File: src/rtl/cpu_pkg.sv
// Shared definitions for the 5-stage CPU: sequencer state encodings and
// default widths/latencies used by the pipeline control logic.
package cpu_pkg;

  typedef enum logic [1:0] {
    ST_RUN    = 2'd0,
    ST_DRAIN  = 2'd1,
    ST_HALTED = 2'd2,
    ST_STEP   = 2'd3
  } state_e;

  localparam int REGADDR_W        = 3;
  localparam int DRAIN_CYCLES_DEF = 4;

endpackage

File: src/rtl/hazard_detect.sv
// Combinational load-use detector: flags when the instruction in ID reads a
// register that the load currently in EX has not yet produced.
module hazard_detect #(
  parameter int REGADDR_W = cpu_pkg::REGADDR_W
) (
  input  logic [REGADDR_W-1:0] id_rs,
  input  logic [REGADDR_W-1:0] id_rt,
  input  logic                 id_uses_rt,
  input  logic                 ex_mem_read,
  input  logic [REGADDR_W-1:0] ex_rd,
  output logic                 lu
);

  // r0 is compared like any other register; rt only matters when it is read.
  always_comb begin
    lu = ex_mem_read & ((ex_rd == id_rs) | (id_uses_rt & (ex_rd == id_rt)));
  end

endmodule

File: src/rtl/pipe_ctrl.sv
// Central pipeline sequencer: load-use stall, MEM-stage branch flush, debug
// run/halt/step FSM with pipeline drain, and saturating event counters.
module pipe_ctrl #(
  parameter int REGADDR_W    = cpu_pkg::REGADDR_W,
  parameter int DRAIN_CYCLES = cpu_pkg::DRAIN_CYCLES_DEF,
  parameter int CNT_WIDTH    = 16
) (
  input  logic                 clk,
  input  logic                 reset,
  input  logic [REGADDR_W-1:0] id_rs,
  input  logic [REGADDR_W-1:0] id_rt,
  input  logic                 id_uses_rt,
  input  logic                 ex_mem_read,
  input  logic [REGADDR_W-1:0] ex_rd,
  input  logic                 branch_taken,
  input  logic                 halt_req,
  input  logic                 step_req,
  input  logic                 run_req,
  output logic                 pc_write,
  output logic                 pc_sel,
  output logic                 if_id_stall,
  output logic                 if_id_flush,
  output logic                 id_ex_flush,
  output logic                 ex_mem_flush,
  output logic                 halted,
  output logic [CNT_WIDTH-1:0] stall_cnt,
  output logic [CNT_WIDTH-1:0] flush_cnt
);

  import cpu_pkg::*;

  localparam int DCW = $clog2(DRAIN_CYCLES + 1);
  localparam logic [DCW-1:0] DRAIN_LAST = DCW'(DRAIN_CYCLES - 1);

  state_e               state_q, state_d;
  logic [DCW-1:0]       drain_q, drain_d;
  logic [CNT_WIDTH-1:0] stall_cnt_q, stall_cnt_d;
  logic [CNT_WIDTH-1:0] flush_cnt_q, flush_cnt_d;
  logic                 lu;

  hazard_detect #(
    .REGADDR_W(REGADDR_W)
  ) u_hazard (
    .id_rs      (id_rs),
    .id_rt      (id_rt),
    .id_uses_rt (id_uses_rt),
    .ex_mem_read(ex_mem_read),
    .ex_rd      (ex_rd),
    .lu         (lu)
  );

  always_ff @(posedge clk) begin
    if (reset) begin
      state_q     <= ST_RUN;
      drain_q     <= '0;
      stall_cnt_q <= '0;
      flush_cnt_q <= '0;
    end else begin
      state_q     <= state_d;
      drain_q     <= drain_d;
      stall_cnt_q <= stall_cnt_d;
      flush_cnt_q <= flush_cnt_d;
    end
  end

  // Next state plus the per-state default controls; branch and load-use
  // overrides are layered on afterwards so they win in every state.
  always_comb begin
    state_d      = state_q;
    drain_d      = drain_q;
    pc_write     = 1'b0;
    pc_sel       = 1'b0;
    if_id_stall  = 1'b0;
    if_id_flush  = 1'b0;
    id_ex_flush  = 1'b0;
    ex_mem_flush = 1'b0;

    case (state_q)
      ST_RUN: begin
        pc_write = 1'b1;
        if (halt_req && !lu) begin
          state_d = ST_DRAIN;
          drain_d = '0;
        end
      end
      ST_DRAIN: begin
        if_id_flush = 1'b1;
        if (!lu) begin
          if (drain_q == DRAIN_LAST) begin
            state_d = ST_HALTED;
          end else begin
            drain_d = drain_q + 1'b1;
          end
        end
      end
      ST_HALTED: begin
        if_id_stall = 1'b1;
        if (run_req) begin
          state_d = ST_RUN;
        end else if (step_req) begin
          state_d = ST_STEP;
        end
      end
      ST_STEP: begin
        pc_write = 1'b1;
        if (branch_taken || !lu) begin
          state_d = ST_DRAIN;
          drain_d = '0;
        end
      end
      default: state_d = ST_RUN;
    endcase

    if (branch_taken) begin
      pc_write     = 1'b1;
      pc_sel       = 1'b1;
      if_id_stall  = 1'b0;
      if_id_flush  = 1'b1;
      id_ex_flush  = 1'b1;
      ex_mem_flush = 1'b1;
    end else if (lu) begin
      pc_write     = 1'b0;
      if_id_stall  = 1'b1;
      if_id_flush  = 1'b0;
      id_ex_flush  = 1'b1;
      ex_mem_flush = 1'b0;
    end

    if (reset) begin
      pc_write     = 1'b0;
      pc_sel       = 1'b0;
      if_id_stall  = 1'b0;
      if_id_flush  = 1'b0;
      id_ex_flush  = 1'b0;
      ex_mem_flush = 1'b0;
    end
  end

  // Counters stick at all-ones rather than wrapping.
  always_comb begin
    stall_cnt_d = stall_cnt_q;
    flush_cnt_d = flush_cnt_q;
    if (lu && !branch_taken && (stall_cnt_q != '1)) begin
      stall_cnt_d = stall_cnt_q + 1'b1;
    end
    if (branch_taken && (flush_cnt_q != '1)) begin
      flush_cnt_d = flush_cnt_q + 1'b1;
    end
  end

  always_comb begin
    halted    = (state_q == ST_HALTED) && !reset;
    stall_cnt = stall_cnt_q;
    flush_cnt = flush_cnt_q;
  end

endmodule

File: config.mk
export PLATFORM = sky130hd
export DESIGN_NAME = pipe_ctrl
export DESIGN_NICKNAME = d
export VERILOG_FILES = /design/src/rtl/cpu_pkg.sv /design/src/rtl/hazard_detect.sv /design/src/rtl/pipe_ctrl.sv
export SDC_FILE = /design/constraint.sdc
export NUM_CORES = 1
export LEC_CHECK = 0
export BUFFER_PORTS_ARGS = -buffer_cell sky130_fd_sc_hd__buf_4
export CORE_ASPECT_RATIO = 0.8
export CORE_UTILIZATION = 56
export CTS_CLUSTER_DIAMETER = 40
export DETAILED_ROUTE_END_ITERATION = 12
export GPL_TIMING_DRIVEN = 0
export PLACE_DENSITY = 0.84
export SKIP_CTS_REPAIR_TIMING = 1
export SLEW_MARGIN = 20
export SYNTH_ARGS = -nofsm -noshare
export SYNTH_HDL_FRONTEND = slang
export SYNTH_SLANG_ARGS = --single-unit
File: constraint.sdc
create_clock -name clk -period 5.97 [get_ports clk]
set_input_delay 1.4925 -clock clk [delete_from_list [all_inputs] [get_ports clk]]
set_output_delay 1.4925 -clock clk [all_outputs]
set_load 0.01 [all_outputs]
==> run_results.csv, run 1 <==
group,metric,value,unit
detailed_routing,vias_per_cell,5.97,
timing,fin_crit_sh,0.741,
timing,slew_headroom,0.541,
timing,period_needed,4.42,ns
detailed_routing,drt_wl_total,4950,µm
logic_synthesis,synth_top_area_frac,0.353,
detailed_routing,drt-pass1-iter-count,9,
layout,drive_above_1_share,0.216,
timing,fmax,226,MHz
timing,hold_violations,0,
logic_synthesis,synth.cell_area,0.00210,mm²
power_and_ir_drop,power,548,µW
layout,regArea,741,µm²
timing,fin_skew,0.00494,ns
clock_network,htreeDepth,2,
timing,setup-tns-final,0,ns
global_routing,grt_pass1_wl,8180,µm
logic_synthesis,syn_avg_cell_area,8.44,µm²
logic_synthesis,synth_seq_cells,37,
detailed_routing,drc_errors,6,
logic_synthesis,syn_inst,249,
logic_synthesis,yosys.cell_count.top_type,"dfxtp_1",
logic_synthesis,synth_commonest_cells,"37 x dfxtp_1, 25 x nor2_1, 20 x a21oi_1",
global_routing,antenna_found_initial,0,
logic_synthesis,synth_edf_count,0,
layout,nets,335,
detailed_routing,antenna_left,0,
clock_network,clkSinkCount,37,
worst_setup_path,worstSetupPathType,"in -> out",
timing,tightest_slew,0.682,ns
floorplanning,ios,56,
clock_network,cts_tree,"built",
global_routing,grt_max_degree,11,
logic_synthesis,synth.net_count,274,
floorplanning,row_count,19,
floorplanning,die_area,0.00400,mm²
floorplanning,die_width,70.5,µm
timing,rsz0062_at_grt,"no",
worst_setup_path,arrival,2.93,ns
placement,dp_slack,1.56,ns
layout,multi_input_area,0.00126,mm²
layout,diodes,0,
flow_run,drv_cap,0,
floorplanning,core_area,0.00352,mm²
clock_network,clk_latency,0.28,ns
placement,place.gp.congestion,0.799,
timing,setup_viol,0,
worst_setup_path,endpoint_kind,"output pin",
layout,area_delta_synth_final,25.9,%
placement,portBuffers,54,
worst_setup_path,cp.required,4.48,ns
placement,place_hpwl,3600,µm
logic_synthesis,synthFlopType,"dfxtp_1",
run_status,status,"finished with violations",
logic_synthesis,synth_area_leaders,"dfxtp_1 35%, a21oi_1 4.8%, ha_1 4.8%",
detailed_routing,num_vias,2100,
layout,nFillCells,289,
clock_network,root_buffer,"clkbuf_8",
timing,fin_ws,1.55,ns
logic_synthesis,async_reset_ff_frac,0,
worst_setup_path,path_max_fanout,6,
logic_synthesis,synth_cell_types,47,
logic_synthesis,synth.yosys.seq_area_share,0.353,
global_routing,grt_pass1_vias,1891,
global_routing,grtUsageTotal,0.257,
placement,placed_cells,345,
clock_network,ctsLongestPathBuffers,2,
clock_network,cts.clk_slew.worst_paths,0.07,ns
hold_path,hold_class,"reg -> reg",
timing,maxSlewViolCount,0,
global_routing,grt_overflow_total,0,
worst_setup_path,critPathLaunchType,"input port",
detailed_routing,post_drt_wl_per_cell,14.1,µm
power_and_ir_drop,power_density,207,mW/mm²
floorplanning,initial_utilization,0.597,
power_and_ir_drop,power_leakage,1.06,nW
hold_path,hold_depth,2,
layout,finalNonFillerCells,352,
detailed_routing,drtIter0Drc,136,
worst_setup_path,r2r_cells,7,
power_and_ir_drop,ir_drop,0.171,mV
logic_synthesis,yosys_warnings,0,
logic_synthesis,synth_top_area_cell,"dfxtp_1",
run_status,violations,"DRC",
floorplanning,die_h,56.8,µm
clock_network,cts_inserted_buffers,5,
-- final timing paths --
path | from | to | slack [ns]
worst min register to register | stall_cnt[4] | stall_cnt[4] | 0.50
worst max register to register | stall_cnt[5] | stall_cnt[1] | 3.30
worst max-delay path | ex_rd[2] | pc_write | 1.55
worst min-delay path | stall_cnt[4] | stall_cnt[4] | 0.50
-- logic make-up (layout without fill, tap and decap cells) --
family	count (synthesis)	count (layout)	share of synthesized area
XOR/XNOR	21	21	0.0875
adder cells (fa/ha/maj)	8	8	0.0476
multiplexers	8	8	0.0411
flip-flops	37	37	0.353
buffers and inverters	22	83	0.0453
AO/OA/AOI/OAI	46	46	0.139
AND/OR/NAND/NOR	107	107	0.286
-- registers in the layout (all words and copies together) (netlist names) --
name and flops:
drain_q 3, stall_cnt 16, state_q 2, flush_cnt 16
-- placed cells by master (no fill, tap or decap), types with 10 or more instances in the layout --
| cell | count |
|---|---|
| buf_4 | 55 |
| dfxtp_1 | 37 |
| nor2_1 | 25 |
| a21oi_1 | 20 |
| clkbuf_1 | 12 |
| nand3_1 | 12 |
| xor2_1 | 11 |
| or4_1 | 10 |
| xnor2_1 | 10 |
| nand4_1 | 10 |
-- per-layer routing --
layer | part of all wire | global-route usage | up-vias | wire, µm
li1 | - | - | 1037 | -
met1 | 0.46 | 0.324 | 979 | 2280
met2 | 0.47 | 0.437 | 78 | 2320
met3 | 0.062 | 0.0646 | 6 | 308
met4 | 0.0097 | 0.0671 | 0 | 48
met5 | 0 | 0 | - | 0
-- per-stage QoR --
stage	util	area [µm²]	hold slack, ns
2_1_floorplan	-	2100	0.456
3_3_place_gp	0.727	2560	0.470
3_5_place_dp	0.727	2560	0.481
4_1_cts	0.752	2650	0.492
5_1_grt	0.752	2650	0.522
6_report	0.752	2650	0.495
-- critical path: stages --
cell and delay [ns]:
buf_4 0.12, xor2_1 0.15, or4_1 0.50, buf_2 0.17
nand2_1 0.14, or2_2 0.14, a21oi_1 0.06, buf_4 0.17
-- power by group --
| part | internal (mW) | switching, mW |
|---|---|---|
| Sequential | 0.255 | 0.00692 |
| Combinational | 0.0531 | 0.0580 |
| Clock | 0.0916 | 0.0833 |
| Total | 0.399 | 0.148 |
-- cell type report --
cell class / count / share of cell area
Timing Repair Buffer: 54 / 0.153
Clock buffer: 7 / 0.0326
Sequential cell: 37 / 0.280
Buffer: 15 / 0.0260
Tap cell: 42 / 0.0199
Inverter: 7 / 0.00993
Multi-Input combinational cell: 190 / 0.478
Note: power is estimated with default switching activity, not from simulation.
==> run 2: changes to the inputs <==
--- a/config.mk
+++ b/config.mk
@@ -7,11 +7,11 @@
 export LEC_CHECK = 0
 export BUFFER_PORTS_ARGS = -buffer_cell sky130_fd_sc_hd__buf_4
 export CORE_ASPECT_RATIO = 0.8
-export CORE_UTILIZATION = 56
+export CORE_UTILIZATION = 47
 export CTS_CLUSTER_DIAMETER = 40
 export DETAILED_ROUTE_END_ITERATION = 12
 export GPL_TIMING_DRIVEN = 0
-export PLACE_DENSITY = 0.84
+export PLACE_DENSITY = 0.75
 export SKIP_CTS_REPAIR_TIMING = 1
 export SLEW_MARGIN = 20
 export SYNTH_ARGS = -nofsm -noshare
==> constraint.sdc (replaced) <==
create_clock -name clk -period 3.99 [get_ports clk]
set_input_delay 0.9975 -clock clk [delete_from_list [all_inputs] [get_ports clk]]
set_output_delay 0.9975 -clock clk [all_outputs]
set_load 0.01 [all_outputs]
==> run 2 against run 1 <==
  * Worst hold slack better by 0.0039 ns
  * Design area up 0.71%
  * Die area up 19%
  * Clock power up 49%
  * Total power up 49%
  * First-iteration DRC count down 40%
  * The run now ends clean
  * Clock skew down 0.0012 ns
  * Combinational power up 50%
  * Register-to-register slack worse by 2.1 ns
==> run_results.csv, run 2 (same netlist as run 1, synthesis figures left out) <==
group,metric,value,unit
run_status,status,"completed",
timing,tightest_slew,0.816,ns
detailed_routing,drt_wl_total,5140,µm
hold_path,hold_depth,2,
placement,place_hpwl,3720,µm
flow_run,drv_cap,0,
clock_network,root_buffer,"clkbuf_8",
detailed_routing,drtIter0Drc,81,
floorplanning,initial_utilization,0.497,
layout,diodes,0,
clock_network,cts.clk_slew.worst_paths,0.07,ns
global_routing,antenna_found_initial,0,
worst_setup_path,arrival,2.47,ns
floorplanning,core_area,0.00423,mm²
timing,rsz0062_at_grt,"no",
clock_network,ctsLongestPathBuffers,2,
worst_setup_path,r2r_cells,7,
power_and_ir_drop,ir_drop,0.217,mV
timing,hold_violations,0,
global_routing,grt_pass1_wl,8460,µm
placement,portBuffers,54,
layout,drive_above_1_share,0.216,
worst_setup_path,critPathLaunchType,"input port",
floorplanning,row_count,21,
clock_network,clkSinkCount,37,
global_routing,grtUsageTotal,0.227,
detailed_routing,antenna_left,0,
clock_network,cts_tree,"built",
timing,hold_slack,0.499,ns
floorplanning,die_h,61.8,µm
placement,place.gp.congestion,0.840,
detailed_routing,drc_errors,0,
layout,layout_common_cells,"55 x buf_4, 37 x dfxtp_1, 25 x nor2_1",
worst_setup_path,worstSetupPathType,"in -> out",
hold_path,hold_class,"reg -> reg",
timing,fin_skew,0.00377,ns
layout,nets,335,
layout,regArea,741,µm²
layout,nFillCells,370,
worst_setup_path,cp.required,2.99,ns
detailed_routing,vias_per_cell,5.73,
timing,slew_headroom,0.451,
placement,dpl_cell_area,0.00258,mm²
timing,fin_ws,0.524,ns
timing,setup-tns-final,0,ns
floorplanning,die_area,0.00474,mm²
detailed_routing,post_drt_wl_per_cell,14.0,µm
layout,stdcell_area,0.00266,mm²
floorplanning,die_width,76.7,µm
global_routing,grt_overflow_total,0,
floorplanning,ios,56,
global_routing,grt_max_degree,11,
global_routing,grt_pass1_vias,1841,
layout,finish.utilization,0.630,
layout,area_delta_synth_final,26.8,%
timing,maxSlewViolCount,0,
timing,setup_viol,0,
clock_network,htreeDepth,2,
layout,multi_input_area,0.00126,mm²
placement,dp_slack,0.544,ns
worst_setup_path,endpoint_kind,"output pin",
power_and_ir_drop,power_density,307,mW/mm²
timing,period_needed,3.47,ns
timing,fin_crit_sh,0.869,
detailed_routing,drt-pass1-iter-count,4,
timing,fmax,289,MHz
clock_network,cts_inserted_buffers,5,
clock_network,clk_latency,0.28,ns
worst_setup_path,path_max_fanout,6,
layout,final_common_cell,"buf_4",
detailed_routing,num_vias,2102,
power_and_ir_drop,power_leakage,1.06,nW
-- run 2: through the flow --
stage	power, mW	std cells
after floorplan	0.512	249
after global placement	0.561	360
after detailed placement	0.563	360
after CTS	0.822	367
after global routing	0.856	367
final	0.818	367
-- run 2: critical path: stages --
cell     delay (ns)
buf_4          0.12
xor2_1         0.15
or4_1          0.51
buf_2          0.17
nand2_1        0.15
or2_2          0.15
a21oi_1        0.06
buf_4          0.17
-- run 2: path summary, 6_finish.rpt --
path,endpoint,slack [ns],start
worst max-delay path,pc_write,0.52,ex_rd[2]
worst min register to register,stall_cnt[4],0.50,stall_cnt[4]
worst min-delay path,stall_cnt[4],0.50,stall_cnt[4]
worst max register to register,stall_cnt[13],1.25,stall_cnt[5]
-- run 2: area by class of cell --
| cell class | count | area share |
|---|---|---|
| inverters | 7 | 0.00986 |
| clock buffers | 7 | 0.0324 |
| plain buffers | 15 | 0.0258 |
| repair buffers | 54 | 0.152 |
| well taps | 57 | 0.0268 |
| flip-flops and latches | 37 | 0.278 |
| multi-input cells | 190 | 0.475 |
-- run 2: where the power goes --
| part | internal, mW | switching, mW |
|---|---|---|
| sequential | 0.381 | 0.0102 |
| clock | 0.137 | 0.124 |
| combinational | 0.0793 | 0.0862 |
| total | 0.597 | 0.221 |
-- run 2: per-layer routing --
| layer | wire length [µm] | vias to the layer above | GRT usage |
|---|---|---|---|
| met5 | 0 | - | 0 |
| met4 | 59 | 0 | 0.0632 |
| li1 | - | 1042 | - |
| met3 | 331 | 6 | 0.0540 |
| met2 | 2300 | 75 | 0.390 |
| met1 | 2450 | 979 | 0.291 |
==> run 3: changes to the inputs <==
--- a/config.mk
+++ b/config.mk
@@ -16,4 +16,5 @@
 export SLEW_MARGIN = 20
 export SYNTH_ARGS = -nofsm -noshare
 export SYNTH_HDL_FRONTEND = slang
+export SYNTH_HIERARCHICAL = 1
 export SYNTH_SLANG_ARGS = --single-unit
==> run 3 against run 2 <==
  * Die area grew 1.5%
  * Register-to-register slack better by 0.79 ns
  * Global-route usage about the same
  * Critical path type unchanged
  * Highest routed layer unchanged
==> run_results.csv, run 3 <==
group,metric,value,unit
run_status,status,"completed",
layout,diodes,0,
timing,fmax,289,MHz
global_routing,grt_overflow_total,0,
hold_path,hold_class,"reg -> reg",
timing,fin_skew,0.00418,ns
floorplanning,initial_utilization,0.501,
logic_synthesis,synth.cell_area,0.00213,mm²
timing,hold_violations,0,
placement,portBuffers,54,
timing,rsz0062_at_grt,"no",
timing,period_needed,3.47,ns
clock_network,clk_latency,0.29,ns
placement,place_hpwl,3910,µm
hold_path,hold_depth,2,
worst_setup_path,r2r_cells,4,
timing,setup-tns-final,0,ns
detailed_routing,post_drt_wl_per_cell,13.9,µm
clock_network,root_buffer,"clkbuf_8",
layout,area_delta_synth_final,27.8,%
logic_synthesis,synth_cell_types,44,
clock_network,clkSinkCount,37,
worst_setup_path,endpoint_kind,"output pin",
worst_setup_path,arrival,2.47,ns
power_and_ir_drop,power_density,322,mW/mm²
worst_setup_path,critPathMostFrequentCell,"clkbuf_1",
detailed_routing,num_vias,2204,
placement,dpl_cell_area,0.00261,mm²
layout,nets,346,
detailed_routing,drtIter0Drc,172,
global_routing,antenna_found_initial,0,
layout,drive_above_1_share,0.237,
floorplanning,core_area,0.00426,mm²
logic_synthesis,yosys.cell_count.top_type,"dfxtp_1",
timing,fin_crit_sh,0.868,
layout,layout_common_cells,"55 x buf_4, 37 x dfxtp_1, 25 x nor2_1",
detailed_routing,drt_wl_total,5270,µm
global_routing,grtUsageTotal,0.226,
clock_network,ctsLongestPathBuffers,2,
logic_synthesis,synthFlopType,"dfxtp_1",
worst_setup_path,worstSetupPathType,"in -> out",
timing,maxSlewViolCount,0,
layout,final_common_cell,"buf_4",
logic_synthesis,syn_inst,259,
logic_synthesis,synth.net_count,285,
global_routing,grt_pass1_vias,1866,
global_routing,grt_pass1_wl,8780,µm
logic_synthesis,synth.yosys.seq_area_share,0.347,
power_and_ir_drop,power_leakage,1.04,nW
floorplanning,ios,56,
clock_network,htreeDepth,2,
logic_synthesis,synth_seq_cells,37,
logic_synthesis,synth_area_leaders,"dfxtp_1 35%, ha_1 5.3%, a21oi_1 5.2%",
power_and_ir_drop,ir_drop,0.154,mV
logic_synthesis,async_reset_ff_frac,0,
timing,setup_viol,0,
detailed_routing,vias_per_cell,5.83,
clock_network,cts.clk_slew.worst_paths,0.07,ns
logic_synthesis,yosys_warnings,6,
timing,fin_ws,0.525,ns
clock_network,cts_tree,"built",
clock_network,cts_inserted_buffers,5,
layout,stdcell_area,0.00273,mm²
detailed_routing,drc_errors,0,
placement,place.gp.congestion,0.873,
logic_synthesis,synth_edf_count,0,
worst_setup_path,max_stage_delay,0.46,ns
worst_setup_path,path_max_fanout,10,
placement,dp_slack,0.494,ns
logic_synthesis,synth_commonest_cells,"37 x dfxtp_1, 25 x nor2_1, 22 x a21oi_1",
worst_setup_path,cp.required,2.99,ns
floorplanning,die_area,0.00481,mm²
logic_synthesis,syn_avg_cell_area,8.24,µm²
global_routing,grt_max_degree,12,
floorplanning,die_h,62.3,µm
detailed_routing,drt-pass1-iter-count,4,
worst_setup_path,cp_slowest_cell,"clkbuf_1",
worst_setup_path,cp_cell_sequence,"clkbuf_1, buf_1, clkbuf_1, nor2_1, buf_4",
logic_synthesis,synth_top_area_cell,"dfxtp_1",
timing,tightest_slew,0.732,ns
logic_synthesis,synth_top_area_frac,0.347,
flow_run,drv_cap,0,
floorplanning,row_count,21,
floorplanning,die_width,77.3,µm
worst_setup_path,critPathLaunchType,"input port",
detailed_routing,antenna_left,0,
timing,slew_headroom,0.508,
-- run 3: cell count changes in the layout (fill, tap and decap cells not counted), sizes merged, moves of 6 or more --
cell,change
nor2b,+6
o21ai,+6
xnor2,-6
xor2,-9
and3,-6
clkbuf,-8
nand2,+8
-- run 3: cell families (layout without fill, tap and decap cells) --
logic type                 Yosys count  in the layout  share of synthesized area
muxes                                7              7                     0.0358
DFF                                 37             37                      0.347
buffers and inverters               19             81                     0.0370
AOI/OAI and AO/OA                   68             68                      0.211
adders and majority gates            9              9                     0.0528
xor gates and xnor gates             6              6                     0.0246
and+or+nand+nor                    113            113                      0.292
-- run 3: stage by stage --
| stage | utilization | total power [mW] | hold slack (ns) | cells |
|---|---|---|---|---|
| 2_1_floorplan | - | 0.496 | 0.444 | 259 |
| 3_3_place_gp | 0.613 | 0.543 | 0.453 | 370 |
| 3_5_place_dp | 0.613 | 0.545 | 0.464 | 370 |
| 4_1_cts | 0.641 | 0.882 | 0.474 | 378 |
| 5_1_grt | 0.641 | 0.926 | 0.495 | 378 |
| 6_report | 0.641 | 0.878 | 0.471 | 378 |
-- run 3: final cells by class --
class	count	area [µm²]
repair buffers	54	405
flip-flops and latches	37	741
multi-input cells	203	1310
inverters	10	37.5
fillers	392	1530
well taps	57	71.3
clock buffers	7	86.3
plain buffers	9	41.3
clock inverters	1	30.0
-- run 3: final timing paths --
check | from | to | slack (ns)
setup reg to reg | stall_cnt[8] | stall_cnt[0] | 2.04
setup / recovery | reset | if_id_flush | 0.52
hold / removal | drain_q[2] | drain_q[2] | 0.47
hold reg to reg | drain_q[2] | drain_q[2] | 0.47
-- run 3: routing by layer --
layer | up-vias | wire length (µm) | track usage
met5 | - | 0 | 0
met4 | 0 | 65 | 0.0873
met3 | 10 | 415 | 0.0471
met2 | 81 | 2400 | 0.341
met1 | 1007 | 2400 | 0.315
li1 | 1106 | - | -
-- run 3: power breakdown --
| part | internal, mW | switching (mW) |
|---|---|---|
| Combinational | 0.0658 | 0.0822 |
| Clock | 0.204 | 0.135 |
| Sequential | 0.379 | 0.0115 |
| Total | 0.649 | 0.229 |
-- run 3: worst max-delay path, delay by kind of cell --
family	cells	cell delay, ns
buffers and inverters	4	1.36
AND/OR/NAND/NOR	1	0.11
